File: src/rtl/mipi_csi_rx_stream_controller.sv
// Frame-level sequencer between the CSI-2 lane aligner and packet decoder.
// Detects FS/FE short packets on the first word of each burst, gates the
// decoder valid to requested frames only, counts lines per frame and keeps
// sticky length and framing error flags.
module mipi_csi_rx_stream_controller #(
    parameter int LANES     = 4,
    parameter int MIPI_GEAR = 8
) (
    input  logic                         clk_i,
    input  logic                         reset_n_i,
    input  logic                         enable_i,
    input  logic [7:0]                   frame_count_i,
    input  logic [15:0]                  expected_length_i,
    input  logic                         clear_errors_i,
    input  logic                         data_valid_i,
    input  logic [LANES*MIPI_GEAR-1:0]   data_i,
    output logic [LANES*MIPI_GEAR-1:0]   data_o,
    output logic                         decoder_valid_o,
    input  logic                         decoder_output_valid_i,
    input  logic [15:0]                  decoder_packet_length_i,
    output logic                         frame_valid_o,
    output logic                         line_valid_o,
    output logic [15:0]                  line_count_o,
    output logic [15:0]                  last_line_count_o,
    output logic                         frame_done_o,
    output logic                         busy_o,
    output logic                         length_error_o,
    output logic                         sync_error_o
);

    localparam int         DATA_W  = LANES * MIPI_GEAR;
    localparam logic [7:0] SP_SYNC = 8'hB8;
    localparam logic [7:0] DT_FS   = 8'h00;
    localparam logic [7:0] DT_FE   = 8'h01;

    typedef enum logic [1:0] {
        ST_IDLE,
        ST_ARMED,
        ST_ACTIVE,
        ST_DONE
    } state_t;

    state_t              r_state;
    state_t              w_state_next;
    logic                r_prev_valid;
    logic                r_prev_dout_valid;
    logic                r_continuous;
    logic [7:0]          r_frames_left;
    logic [DATA_W-1:0]   r_data_p1;
    logic                r_dec_valid_p1;
    logic                r_line_valid;
    logic [15:0]         r_line_count;
    logic [15:0]         r_last_line_count;
    logic                r_frame_done;
    logic                r_length_error;
    logic                r_sync_error;

    logic w_first_word;
    logic w_is_fs;
    logic w_is_fe;
    logic w_active;
    logic w_line_edge;
    logic w_len_mismatch;
    logic w_load;
    logic w_start_frame;
    logic w_restart_frame;
    logic w_end_frame;
    logic w_sync_set;

    // Only the first word of a burst can be a short-packet header; payload
    // words that happen to match the FS/FE pattern are ignored.
    assign w_first_word   = data_valid_i & ~r_prev_valid;
    assign w_is_fs        = w_first_word && (data_i[7:0] == SP_SYNC) && (data_i[15:8] == DT_FS);
    assign w_is_fe        = w_first_word && (data_i[7:0] == SP_SYNC) && (data_i[15:8] == DT_FE);
    assign w_active       = (r_state == ST_ACTIVE);
    assign w_line_edge    = decoder_output_valid_i & ~r_prev_dout_valid & w_active;
    assign w_len_mismatch = w_line_edge && (expected_length_i != 16'd0) &&
                            (decoder_packet_length_i != expected_length_i);

    // State register.
    always_ff @(posedge clk_i or negedge reset_n_i) begin
        if (!reset_n_i) r_state <= ST_IDLE;
        else            r_state <= w_state_next;
    end

    // Next-state logic and per-cycle control strobes.
    always_comb begin
        w_state_next    = r_state;
        w_load          = 1'b0;
        w_start_frame   = 1'b0;
        w_restart_frame = 1'b0;
        w_end_frame     = 1'b0;
        w_sync_set      = 1'b0;
        case (r_state)
            ST_IDLE: begin
                if (enable_i) begin
                    w_state_next = ST_ARMED;
                    w_load       = 1'b1;
                end
            end
            ST_ARMED: begin
                if (w_is_fe) w_sync_set = 1'b1;
                if (!enable_i) begin
                    w_state_next = ST_IDLE;
                end else if (w_is_fs) begin
                    w_state_next  = ST_ACTIVE;
                    w_start_frame = 1'b1;
                end
            end
            ST_ACTIVE: begin
                if (w_is_fe) begin
                    w_end_frame = 1'b1;
                    if (r_continuous && enable_i)                 w_state_next = ST_ARMED;
                    else if (!r_continuous && r_frames_left == 8'd1) w_state_next = ST_DONE;
                    else if (!enable_i)                           w_state_next = ST_IDLE;
                    else                                          w_state_next = ST_ARMED;
                end else if (w_is_fs) begin
                    // Missing FE: restart the frame without counting it.
                    w_sync_set      = 1'b1;
                    w_restart_frame = 1'b1;
                end
            end
            ST_DONE: begin
                if (!enable_i) w_state_next = ST_IDLE;
            end
            default: w_state_next = ST_IDLE;
        endcase
    end

    // One-cycle datapath: data always forwarded, valid gated to ACTIVE.
    always_ff @(posedge clk_i or negedge reset_n_i) begin
        if (!reset_n_i) begin
            r_prev_valid      <= 1'b0;
            r_prev_dout_valid <= 1'b0;
            r_data_p1         <= '0;
            r_dec_valid_p1    <= 1'b0;
            r_line_valid      <= 1'b0;
        end else begin
            r_prev_valid      <= data_valid_i;
            r_prev_dout_valid <= decoder_output_valid_i;
            r_data_p1         <= data_i;
            r_dec_valid_p1    <= data_valid_i & w_active;
            r_line_valid      <= decoder_output_valid_i & w_active;
        end
    end

    // Capture mode: frame budget loaded on arming, consumed per completed frame.
    always_ff @(posedge clk_i or negedge reset_n_i) begin
        if (!reset_n_i) begin
            r_frames_left <= 8'd0;
            r_continuous  <= 1'b0;
        end else if (w_load) begin
            r_frames_left <= frame_count_i;
            r_continuous  <= (frame_count_i == 8'd0);
        end else if (w_end_frame && !r_continuous) begin
            r_frames_left <= r_frames_left - 8'd1;
        end
    end

    // Line counter (saturating), last-frame latch and frame-done pulse.
    always_ff @(posedge clk_i or negedge reset_n_i) begin
        if (!reset_n_i) begin
            r_line_count      <= 16'd0;
            r_last_line_count <= 16'd0;
            r_frame_done      <= 1'b0;
        end else begin
            r_frame_done <= w_end_frame;
            if (w_end_frame) r_last_line_count <= r_line_count;
            if (w_start_frame || w_restart_frame)
                r_line_count <= 16'd0;
            else if (w_line_edge && r_line_count != 16'hFFFF)
                r_line_count <= r_line_count + 16'd1;
        end
    end

    // Sticky error flags; a new error in the clear cycle wins.
    always_ff @(posedge clk_i or negedge reset_n_i) begin
        if (!reset_n_i) begin
            r_length_error <= 1'b0;
            r_sync_error   <= 1'b0;
        end else begin
            if (w_len_mismatch)      r_length_error <= 1'b1;
            else if (clear_errors_i) r_length_error <= 1'b0;
            if (w_sync_set)          r_sync_error   <= 1'b1;
            else if (clear_errors_i) r_sync_error   <= 1'b0;
        end
    end

    assign data_o            = r_data_p1;
    assign decoder_valid_o   = r_dec_valid_p1;
    assign frame_valid_o     = w_active;
    assign line_valid_o      = r_line_valid;
    assign line_count_o      = r_line_count;
    assign last_line_count_o = r_last_line_count;
    assign frame_done_o      = r_frame_done;
    assign busy_o            = (r_state != ST_IDLE);
    assign length_error_o    = r_length_error;
    assign sync_error_o      = r_sync_error;

endmodule

File: config.mk
export PLATFORM = sky130hd
export DESIGN_NAME = mipi_csi_rx_stream_controller
export DESIGN_NICKNAME = d
export VERILOG_FILES = /design/src/rtl/mipi_csi_rx_stream_controller.sv
export SDC_FILE = /design/constraint.sdc
export NUM_CORES = 1
export LEC_CHECK = 0
export BUFFER_PORTS_ARGS = -buffer_cell sky130_fd_sc_hd__buf_2
export CELL_PAD_IN_SITES_DETAIL_PLACEMENT = 1
export CELL_PAD_IN_SITES_GLOBAL_PLACEMENT = 2
export CORE_ASPECT_RATIO = 2
export CORE_MARGIN = 4
export CORE_UTILIZATION = 30
export CTS_BUF_LIST = sky130_fd_sc_hd__clkbuf_4 sky130_fd_sc_hd__clkbuf_8
export CTS_CLUSTER_DIAMETER = 30
export CTS_CLUSTER_SIZE = 16
export DETAILED_ROUTE_END_ITERATION = 8
export PLACE_DENSITY_LB_ADDON = 0.1
export SLEW_MARGIN = 10
export SYNTH_ARGS = -nofsm -noshare
export SYNTH_HDL_FRONTEND = slang
export SYNTH_SLANG_ARGS = --single-unit
File: constraint.sdc
create_clock -name clk_i -period 5.85 [get_ports clk_i]
set_clock_uncertainty 0.05 [all_clocks]
set_input_delay 1.4625 -clock clk_i [delete_from_list [all_inputs] [get_ports clk_i]]
set_output_delay 1.4625 -clock clk_i [all_outputs]
set_load 0.02 [all_outputs]
# After elaboration in Yosys (flattened, before gate mapping)
# Cells that the tools add are included.
# Widths: inputs -> output; s select.
[classes]
n_mul = 0
reduce_logical = 21
n_div = 0
n_eq_ne = 12
n_lt_le_gt_ge = 0
add_sub_neg = 2
n_bitwise = 7
shift = 0
mux = 26
[ops]
columns = ["op", "count"]
rows = [
  ["$mux 16", 2],
  ["$add 16x1->16 const B", 1],
  ["$eq 8x1->1 const B", 2],
  ["$logic_not 8->1", 2],
  ["$mux 8", 2],
  ["$ne 16x16->1", 1],
  ["$ne 16x16->1 const B", 1],
  ["$reduce_bool 16->1", 1],
  ["$mux 2", 7],
  ["$mux 1", 13],
  ["$reduce_bool 2->1", 5],
  ["$logic_and 1x1->1", 9],
  ["$eq 8x8->1 const B", 1],
  ["$pmux 2 s4", 1],
  ["$sub 8x1->8 const B", 1],
  ["$ne 2x2->1 const B", 3],
  ["$and 1x1->1", 5],
  ["$eq 2x2->1 const B", 2],
  ["$reduce_and 4->1", 1],
  ["$ne 3x3->1 const B", 1],
  ["$eq 2x1->1 const B", 1],
  ["$logic_not 2->1", 1],
  ["$not 1->1", 2],
  ["$pmux 1 s2", 1],
  ["2 further kinds", 2],
]
[word_totals]
latch_bits = 0
word_cells = 81
n_memories = 0
input_bits = 78
rom_bits = 0
ram_bits = 0
regBits = 82

# Longest topological paths before layout
[logic_depth]
ltp_word = 9
mapped_depth = 8
ltp_nobuf = 6

# Worst setup path before layout
# Ideal clock, no wire load.
[synth_path]
path_kind = "input -> register"
startpoint = "in data_i[1]"
endpoint = "reg r_last_line_count[10], in the netlist last_line_count_o[10]"
required_time_ns = 5.675
n_path_buf = 1
arrival_ns = 2.743
cell_stages = 5
path_slack_ns = 2.932
setup_time_ns = 0.125
cell_sequence = "nor4b_4 -> nand4_1 -> nor2_2 -> buf_6 -> mux2_2"
[synth_between]
elab_chain_cells = 5
[synth_lines]
columns = ["item", "line", "source"]
rows = [
  ["start, declared", "16", "input logic [LANES*MIPI_GEAR-1:0] data_i,"],
  ["$eq 8x8->1", "74", "assign w_is_fe = w_first_word && (data_i[7:0] == SP_SYNC) && (data_i[15:8] == DT_FE);"],
  ["$logic_and 1x1->1 (2 in series)", "74", ""],
  ["$mux 1", "111", "if (w_is_fe) begin"],
  ["$mux 1", "94", "case (r_state)"],
  ["end signal, assigned", "168", "if (w_end_frame) r_last_line_count <= r_line_count;"],
  ["end, declared", "53", "logic [15:0] r_last_line_count;"],
]
# Every way passes these cells.
# A chain may end at the register's enable or synchronous reset.

# Worst setup path after layout
[layout_path]
startpoint = "in data_i[1]"
endpoint = "reg r_last_line_count[1], in the netlist last_line_count_o[1]"
# The elaborated chain is that of the path after synthesis.

==> out/qor.yml <==
run_status:
  status: "finished, final reports clean"
placement:
  pre_cts_ws_ps: 2290
  io_buffers: 148
  gp_congestion: 0.745
  dp_hpwl_mm: 9.57
setup_path:
  slowest_delay_ps: 720
  critPathMaxFanout: 16
  critPathLaunchType: "primary input"
  cp-end-kind: "flop"
  cp.required_ps: 6040
  worst-path-buf-inv: 1
  crit_start: "data_i[1]"
  reg2reg_from: "r_state[0]"
  crit_chain: "buf_2 -> nor4b_4 -> nand4_1 -> nor2_2 -> mux2_2"
  critPathTopFamily: "simple AND/OR/NAND/NOR gates"
  cp_data_arrival_time_ps: 3330
  cp_slowest_cell: "nor2_2"
  crit_type: "in2reg"
synthesis:
  yosysWarnings: 0
  syn_area_per_cell_um2: 11.7
  ys_ff_latch: 82
  syn-num-nets: 407
  ys_seq_area_frac: 0.545
  synth_edf_count: 0
  ys_types: 49
  synth_top_flop_cell: "dfrtp_1"
  async_reset_ff_frac: 1.00
  syn_inst: 321
  syn-cell-area_mm2: 0.00376
route:
  post_drt_wl_per_cell_um: 19.4
  via_per_inst: 5.23
  drt_first_pass_iters: 4
  ant_nets: 0
  initialDrtViolationCount: 50
  num_vias: 3255
  drc_errors: 0
  routed_wl_mm: 12.1
clocking:
  clkTransAtPathRegs_ps: 80
  root_buffer: "clkbuf_8"
  numCtsBuffers: 9
  clk_latency_ps: 370
  cts_tree: "yes"
  cts_hold_buffers: 0
  cts_buffer_depth: 2
  cts_max_level: 3
  ctsResizeCount: 0
  postCtsSetupRepairBufs: 0
  clkSinkCount: 82
timing:
  worstMarginPinSlew_ps: 1060
  rsz0062_at_grt: "no"
  setup_ws_ps: 2720
  hold_violations: 0
  fmax_mhz: 319
  tns_ps: 0
  period_share: 0.536
  maxSlewHeadroom: 0.293
  drv_slew: 0
  setup_viol: 0
  period_minus_slack_ps: 3130
  hold_ws_ps: 429
floorplanning:
  initial_core_util: 0.309
  ios: 149
  die_y_um: 166
  coreArea_mm2: 0.0122
  die_w_um: 87.2
  die_area_mm2: 0.0145
  placementRows: 57
power_and_ir_drop:
  ir_worst_vdd_mv: 0.106
  p_per_area_mw_per_mm2: 299
  p_leak_nw: 2.32
finish:
  drive_above_1_share: 0.404
  final_nets: 556
  syn2layout_area_growth_pct: 28.4
  final_cell_mix: "buf_2 (147), dfrtp_1 (82), a21oi_1 (21)"
  fin_util: 0.396
  n_antenna_cell: 0
  final_common_cell: "buf_2"
  nFillCells: 1440
global_route:
  grt.total_usage: 0.172
  grt_first_pass_wirelength_mm: 19.1
  grt_pass1_vias: 3577
  grt_remaining_overflow: 0
  grt_max_degree: 83
  antenna_found_initial: 0
min_path:
  min-delay-start: "sync_error_o"
  hold_path_class: "reg2reg"
run:
  drv_cap: 0
==> flip-flops by register name, indices dropped and copies added (netlist names) <==
register	count
r_state	2
line_count_o	16
line_valid_o	1
decoder_valid_o	1
last_line_count_o	16
r_frames_left	8
data_o	32
r_continuous	1
sync_error_o	1
r_prev_dout_valid	1
r_prev_valid	1
frame_done_o	1
length_error_o	1
==> cells by family after synthesis <==
group,after synthesis,share of synthesized area
flip-flops,82,0.545
buffers and inverters,21,0.0276
adder cells (fa/ha/maj),8,0.0266
multiplexers,18,0.0535
XOR/XNOR,16,0.0372
AND/OR/NAND/NOR,114,0.206
AO/OA/AOI/OAI,62,0.104
==> cells in the mapped netlist (all sizes together) (2+ instances only) <==
master / number / area [µm²]
dfrtp: 82 / 2050
a21oi: 21 / 105
mux2: 17 / 191
o31ai: 17 / 128
xor2: 16 / 140
nor4: 15 / 139
or4: 15 / 113
nand3: 14 / 75.1
nand2: 13 / 51.3
nand4: 13 / 103
nor2: 12 / 47.6
inv: 11 / 41.3
o21ai: 9 / 45.0
ha: 8 / 100
a31oi: 7 / 43.8
or3: 7 / 43.8
buf: 6 / 47.5
clkbuf: 4 / 15.0
and2: 3 / 18.8
and4: 3 / 26.3
nand3b: 3 / 22.5
nor3: 3 / 15.0
nor4b: 3 / 41.3
a32o: 2 / 20.0
and3: 2 / 13.8
nor2b: 2 / 12.5
==> worst paths after layout <==
check                                       endpoint  slack (ps)  cells after the start
worst max-delay path            last_line_count_o[1]        2720                      5
worst min-delay path                    sync_error_o         430                      1
worst max register to register  last_line_count_o[1]        3130                      6
worst min register to register          sync_error_o         430                      1
max in group asynchronous               line_valid_o        3830                      1
min in group asynchronous                 data_o[17]        1220                      1
==> stage by stage <==
stage                     instances  total power [W]  area (µm²)
after floorplan                 321         0.000880        3760
after global placement          606          0.00102        4630
after CTS                       622          0.00147        4830
after detailed placement        606          0.00103        4630
final                           622          0.00145        4830
after global routing            622          0.00154        4830
==> per-layer routing <==
| metal | GRT usage | vias to the layer above | wire (µm) |
|---|---|---|---|
| li1 | - | 1510 | - |
| met1 | 0.165 | 1649 | 3940 |
| met2 | 0.346 | 78 | 7430 |
| met3 | 0.0278 | 18 | 411 |
| met4 | 0.0615 | 0 | 261 |
| met5 | 0 | - | 0 |
==> final cells by class <==
cell class	count	area, µm²	share of cell area
Inverter	11	41.3	0.00854
Clock buffer	9	124	0.0256
Timing Repair Buffer	148	743	0.154
Sequential cell	82	2050	0.425
Multi-Input combinational cell	218	1610	0.333
Clock inverter	7	80.1	0.0166
Tap cell	147	184	0.0381
==> where the power goes <==
group | switching (W) | leakage (nW) | internal [W]
sequential | 0.0000522 | 1.04 | 0.000620
clock | 0.000234 | 0.103 | 0.000204
combinational | 0.000208 | 1.17 | 0.000128
Note: power is estimated with default switching activity, not from simulation.
